<file path="src/rtl/pc_sequencer.sv">
// pc_sequencer: holds the architectural PC and selects the next PC from
// sequential, branch, jump and jump-register sources, with a reset-hold cycle and sticky misalignment fault.
module pc_sequencer #(
    parameter logic [31:0] RESET_PC = 32'h0000_0000
) (
    input  logic        clk,
    input  logic        rst_n,
    input  logic        stall,
    input  logic        jump,
    input  logic [25:0] jump_index,
    input  logic        branch_taken,
    input  logic [15:0] branch_imm,
    input  logic        jr,
    input  logic [31:0] jr_target,
    output logic [31:0] pc,
    output logic [31:0] pc_plus4,
    output logic [3:0]  jump_region,
    output logic [27:0] jump_addr,
    output logic        fetch_valid,
    output logic        misalign_fault
);
    typedef enum logic [1:0] {HOLD, RUN, FAULT} state_t;
    state_t state, state_nxt;
    logic [31:0] pc_nxt;
    logic [31:0] branch_off;
    logic        jr_bad;
    assign pc_plus4       = pc + 32'd4;
    assign jump_region    = pc_plus4[31:28];
    assign jump_addr      = {jump_index, 2'b00};
    assign branch_off     = {{14{branch_imm[15]}}, branch_imm, 2'b00};
    assign jr_bad         = |jr_target[1:0];
    assign fetch_valid    = state == RUN;
    assign misalign_fault = state == FAULT;
    // A misaligned jr freezes pc and parks the sequencer in FAULT until reset.
    always_comb begin
        state_nxt = state;
        pc_nxt    = pc;
        if (state == HOLD) begin
            state_nxt = RUN;
        end else if (state == RUN && !stall) begin
            state_nxt = (jr && jr_bad) ? FAULT : RUN;
            pc_nxt    = jr           ? (jr_bad ? pc : jr_target) :
                        jump         ? {jump_region, jump_addr} :
                        branch_taken ? pc_plus4 + branch_off :
                                       pc_plus4;
        end
    end
    always_ff @(posedge clk) begin
        if (!rst_n) begin
            state <= HOLD;
            pc    <= RESET_PC;
        end else begin
            state <= state_nxt;
            pc    <= pc_nxt;
        end
    end
endmodule

</file>
<file path="config.mk">
export PLATFORM = sky130hd
export DESIGN_NAME = pc_sequencer
export DESIGN_NICKNAME = d
export VERILOG_FILES = /design/src/rtl/pc_sequencer.sv
export SDC_FILE = /design/constraint.sdc
export NUM_CORES = 1
export LEC_CHECK = 0
export CAP_MARGIN = 20
export CORE_MARGIN = 2
export CORE_UTILIZATION = 49
export CTS_BUF_LIST = sky130_fd_sc_hd__clkbuf_4 sky130_fd_sc_hd__clkbuf_8 sky130_fd_sc_hd__clkbuf_16
export DETAILED_ROUTE_END_ITERATION = 12
export HOLD_SLACK_MARGIN = 0.05
export PLACE_DENSITY = 0.95
export REMOVE_ABC_BUFFERS = 1
export SLEW_MARGIN = 20
export SYNTH_ARGS = -nofsm -noshare
export SYNTH_HDL_FRONTEND = slang
export SYNTH_SLANG_ARGS = --single-unit
</file>
<file path="constraint.sdc">
create_clock -name clk -period 5.1 [get_ports clk]
set_input_delay 1.275 -clock clk [delete_from_list [all_inputs] [get_ports clk]]
set_output_delay 1.275 -clock clk [all_outputs]
set_load 0.02 [all_outputs]
</file>
# ---- Yosys cells after proc, flatten, opt, wreduce, memory -nomap -nowiden
# Cells that the tools add are included.
dict set report op_classes {
  n_bitwise 2
  mux 7
  reduce_logical 8
  eq_ne 3
  addsub 2
}
# operator count
set ops {}
lappend ops {{$mux 32} 4}
lappend ops {{$add 32x3->32 const B} 1}
lappend ops {{$add 32x32->32} 1}
lappend ops {{$reduce_or 2->1} 2}
lappend ops {{$reduce_and 3->1} 1}
lappend ops {{$eq 2x1->1 const B} 1}
lappend ops {{$eq 2x2->1 const B} 1}
lappend ops {{$logic_and 1x1->1} 2}
lappend ops {{$logic_not 2->1} 1}
lappend ops {{$mux 1} 2}
lappend ops {{$mux 2} 1}
lappend ops {{$ne 2x2->1 const B} 1}
lappend ops {{$not 1->1} 2}
lappend ops {{$reduce_bool 2->1} 1}
lappend ops {{$logic_not 1->1} 1}
dict set report word_totals {
  elab_cells 25
  input_bits 80
  out_inout_bits 98
  regBits 34
}

# ---- Depth between registers and ports, before layout
dict set report depth {
  word_depth 5
  depth_mapped 17
  ltp_nobuf 15
}

# ---- Least setup slack after synthesis
# No wires, ideal clock.
dict set report synth_timing {
  path_kind {register to register}
  startpoint {register pc[2]}
  endpoint {register pc[31]}
  path_slack_ns 1.174
  path_buffers 2
  t_arrival_ns 3.800
  t_required_ns 4.974
  stages_incl_launch_ff 18
  path_cell_list {dfxtp_1 > ha_1 > nand4_1 > or3_1 > buf_6 > or3_4 > nor2_4 > xor2_2 > ha_1 > clkbuf_1 > o21a_1 > o211ai_1 > nand2_1 > a21oi_1 > mux2i_1 > o211ai_1 > xnor2_1 > o22ai_1}
}
dict set report synth_via {
  elab_chain_len 5
}
# item line_no
set synth_rtl {}
lappend synth_rtl {{start: declaration} 15} ;# output logic [31:0] pc,
lappend synth_rtl {{start signal: assignment} 54} ;# pc <= pc_nxt;
lappend synth_rtl {{$add 32x3->32} 27} ;# assign pc_plus4 = pc + 32'd4;
lappend synth_rtl {{via pc_plus4[26]} 16} ;# output logic [31:0] pc_plus4,
lappend synth_rtl {{$add 32x32->32} 44} ;# branch_taken ? pc_plus4 + branch_off :
lappend synth_rtl {{$mux 32} 44}
lappend synth_rtl {{$mux 32} 43} ;# jump ? {jump_region, jump_addr} :
lappend synth_rtl {{$mux 32} 42} ;# pc_nxt = jr ? (jr_bad ? pc : jr_target) :
# The timed path passes the listed nets, and every way through them passes these cells.
# A chain may end at the register's enable or synchronous reset.

# ---- Worst setup path after layout
dict set report layout_timing {
  startpoint {register pc[2]}
  endpoint {output jump_region[2]}
}
dict set report layout_via {
  elab_chain_len 1
}
# item line_no
set layout_rtl {}
lappend layout_rtl {{$add 32x3->32} 27}
lappend layout_rtl {{end: declaration} 17} ;# output logic [3:0] jump_region,
# No other way between the ends.

==> metrics <==
outcome=complete, no violations; Peak Freq=214 MHz; chip width=99.8 um; Final Power=1.08 mW; Syn Area/Cell=7.32 um^2; # resized after CTS=0; final core utilization=0.701; total track usage=0.348; vias in the first global route=5496; H-tree depth=2; crit path cell chain=ha_1 -> nand4_1 -> or3_1 -> or3_4 -> nor2_1 -> xnor2_1 -> clkdlybuf4s50_1; Worst VDD drop=0.133 mV; crit end category=output port; Worst Path Max Fanout=6; clock tree buffer depth=2; clk_lat worst skew=310 ps; DIE AREA=0.00995 mm^2; final count of pins violating max slew=0; count of final setup violators=0; Placement Rows=34; Worst path max stage delay=710 ps; Inst Count DP=843; Mapped Cells=614; reg-to-reg startpoint=pc[2]; Post-synth EDFFs=0; Synth Area in Simple Gates=0.229; Setup Buffers After CTS=0; clk sinks=34; first-pass GRT wire length=27600 um; fin cells=851; Hold Path Class=flop to flop; Antenna Nets Post-Route=0; worst-case reg-to-reg path depth=14; mux cell area share after synthesis=0.0201; Tmin final=4670 ps; flops & latches, synth=34; critical path required time=3830 ps; PD cells=175 mW/mm^2; RR Endpoint=pc[26]; largest net degree at the start of global routing=40; post-synthesis sequential area ratio=0.151; Final Hold Vio Count=0; asr flop ratio synth=0; Synth Cell Area=0.00449 mm^2; initial core utilization=0.510; max cap viols=0; Die Span Y=99.8 um; Worst-path clk slew=90 ps; initial DRC count=436; CTS tree=done; DR vias=5537; HPWL after DPL=13500 um; WL/cell=20.8 um; CP Data Arrival Time=3400 ps; post-synthesis adder-cell area fraction=0.105; Core ar.=0.00881 mm^2; GRT overflow=0; Yosys cell types=71; drc violations=0; gp weighted congestion=0.931; slew margin rel.=0.302; Most used DFF post-synth=dfxtp_1; combinational family with the most area after synthesis=compound AO/OA/AOI/OAI gates; hold_buf cts=0; crit path kind=flop to output port; Synth Area in Compound Gates=0.301; WHS=496 ps; Critical Path Source Type=flop; ant diodes=0; Num CTS Buffers=5; worst slew pin tran=1040 ps; Root Driver=clkbuf_8; final setup TNS=0 ps; Post-Synth XOR/XNOR Area=0.0975; leakage power=2.44 nW; CP startpoint=pc[2]; detailed-router iteration count before antenna repair=6; share of layout cells above drive strength 1=0.0404; Post-Route WL=17700 um; initial antenna violation count=0; unrepaired setup endpoints after global routing=no; I/O Pins=178; crit share post-route=0.916; Clock Skew=13.0 ps; PortBufs=175; post-layout net count=859; Syn. warnings=0; vias per cell=6.51; slowest cell on the critical path=clkdlybuf4s50_1; crit path capture=jump_region[2]; Register-to-Register Setup Slack=890 ps; synthesis-to-layout area growth=37.4%
## cell usage in the layout (no fill, tap or decap), types with 12 or more instances in the layout
master and instances:
nand2_1 63, xor2_1 15, xnor2_1 30, clkdlybuf4s50_1 175, and3_1 15, a21o_1 12
nand3_1 22, ha_1 36, o211ai_1 18, nor3_1 12, o21ai_0 42, dfxtp_1 34
nor2_1 48, a21oi_1 53
## power by group
group          internal [mW]  leakage, nW  total [mW]  switching [mW]
Clock                  0.146       0.0504       0.272           0.126
Sequential             0.279        0.277       0.303          0.0239
Combinational          0.230         2.11       0.507           0.276
Total                  0.655         2.44        1.08           0.427
## synthesized netlist by cell type, drive strengths merged, types with 3 or more instances
master,n,area share
a31oi,5,0.0070
o21bai,4,0.0067
nand2,63,0.053
dfxtp,34,0.15
nand2b,6,0.0089
xor2,16,0.033
a32oi,6,0.012
and3,15,0.021
or3,7,0.011
nand3,24,0.029
inv,10,0.0084
nand4,11,0.015
buf,38,0.064
a21o,12,0.020
nor2b,5,0.0070
clkbuf,25,0.021
mux2i,9,0.020
o211ai,18,0.030
o221ai,3,0.0058
xnor2,31,0.065
a21boi,3,0.0050
nor4,4,0.0089
nor3,12,0.013
a211oi,11,0.021
o22ai,6,0.0084
a21oi,53,0.059
ha,36,0.10
nor2,49,0.043
o21a,11,0.018
o21ai,43,0.048
o31ai,4,0.0067
and2,3,0.0042
## state kept, by name (all words and copies together), names as in the netlist
register	flops
state	2
pc	32
## per-stage QoR
step           cell area [um^2]  worst slack, ps
2_1_floorplan              4110             1020
3_3_place_gp               6060              717
3_5_place_dp               6060              622
4_1_cts                    6170              491
5_1_grt                    6170              353
6_report                   6170              429
## worst min path at each step
stage,startpoint,end,slack [ps],cells after the start
after floorplan,state[1],state[1],510,2
after detailed placement,pc[0],pc[0],480,1
after global routing,pc[1],pc[1],500,1
after global placement,pc[1],pc[1],460,1
after CTS,pc[0],pc[0],500,1
final,pc[1],pc[1],500,1
## kinds of logic (layout without fill, tap and decap cells)
group,count (synthesis),after routing
mux,9,9
xor+xnor,47,47
simple gates,207,207
compound gates,204,204
buf+inv,75,203
fa+ha+maj,37,37
other cells,1,2
flops,34,34
## layer usage
layer / global-route usage / vias to the layer above / share of wire
met1: 0.425 / 2571 / 0.37
met3: 0.0597 / 71 / 0.11
met4: 0.154 / 0 / 0.038
li1: - / 2490 / -
met2: 0.598 / 405 / 0.48
met5: 0 / - / 0
## worst max-delay path, delay by kind of cell (launching register included)
kind / cells / cell delay [ps]
XOR/XNOR: 1 / 250
flip-flops: 1 / 460
buffers and inverters: 1 / 710
AND/OR/NAND/NOR: 4 / 1410
adder cells (fa/ha/maj): 1 / 260
## final cells by class
class / instances / area [um^2]
Clock buffer: 5 / 68.8
Clock inverter: 3 / 45.0
Fill cell: 714 / 2630
Inverter: 12 / 45.0
Multi-Input combinational cell: 506 / 3390
Sequential cell: 34 / 681
Tap cell: 108 / 135
Timing Repair Buffer: 183 / 1810
Power figures use the tool's default switching activity.
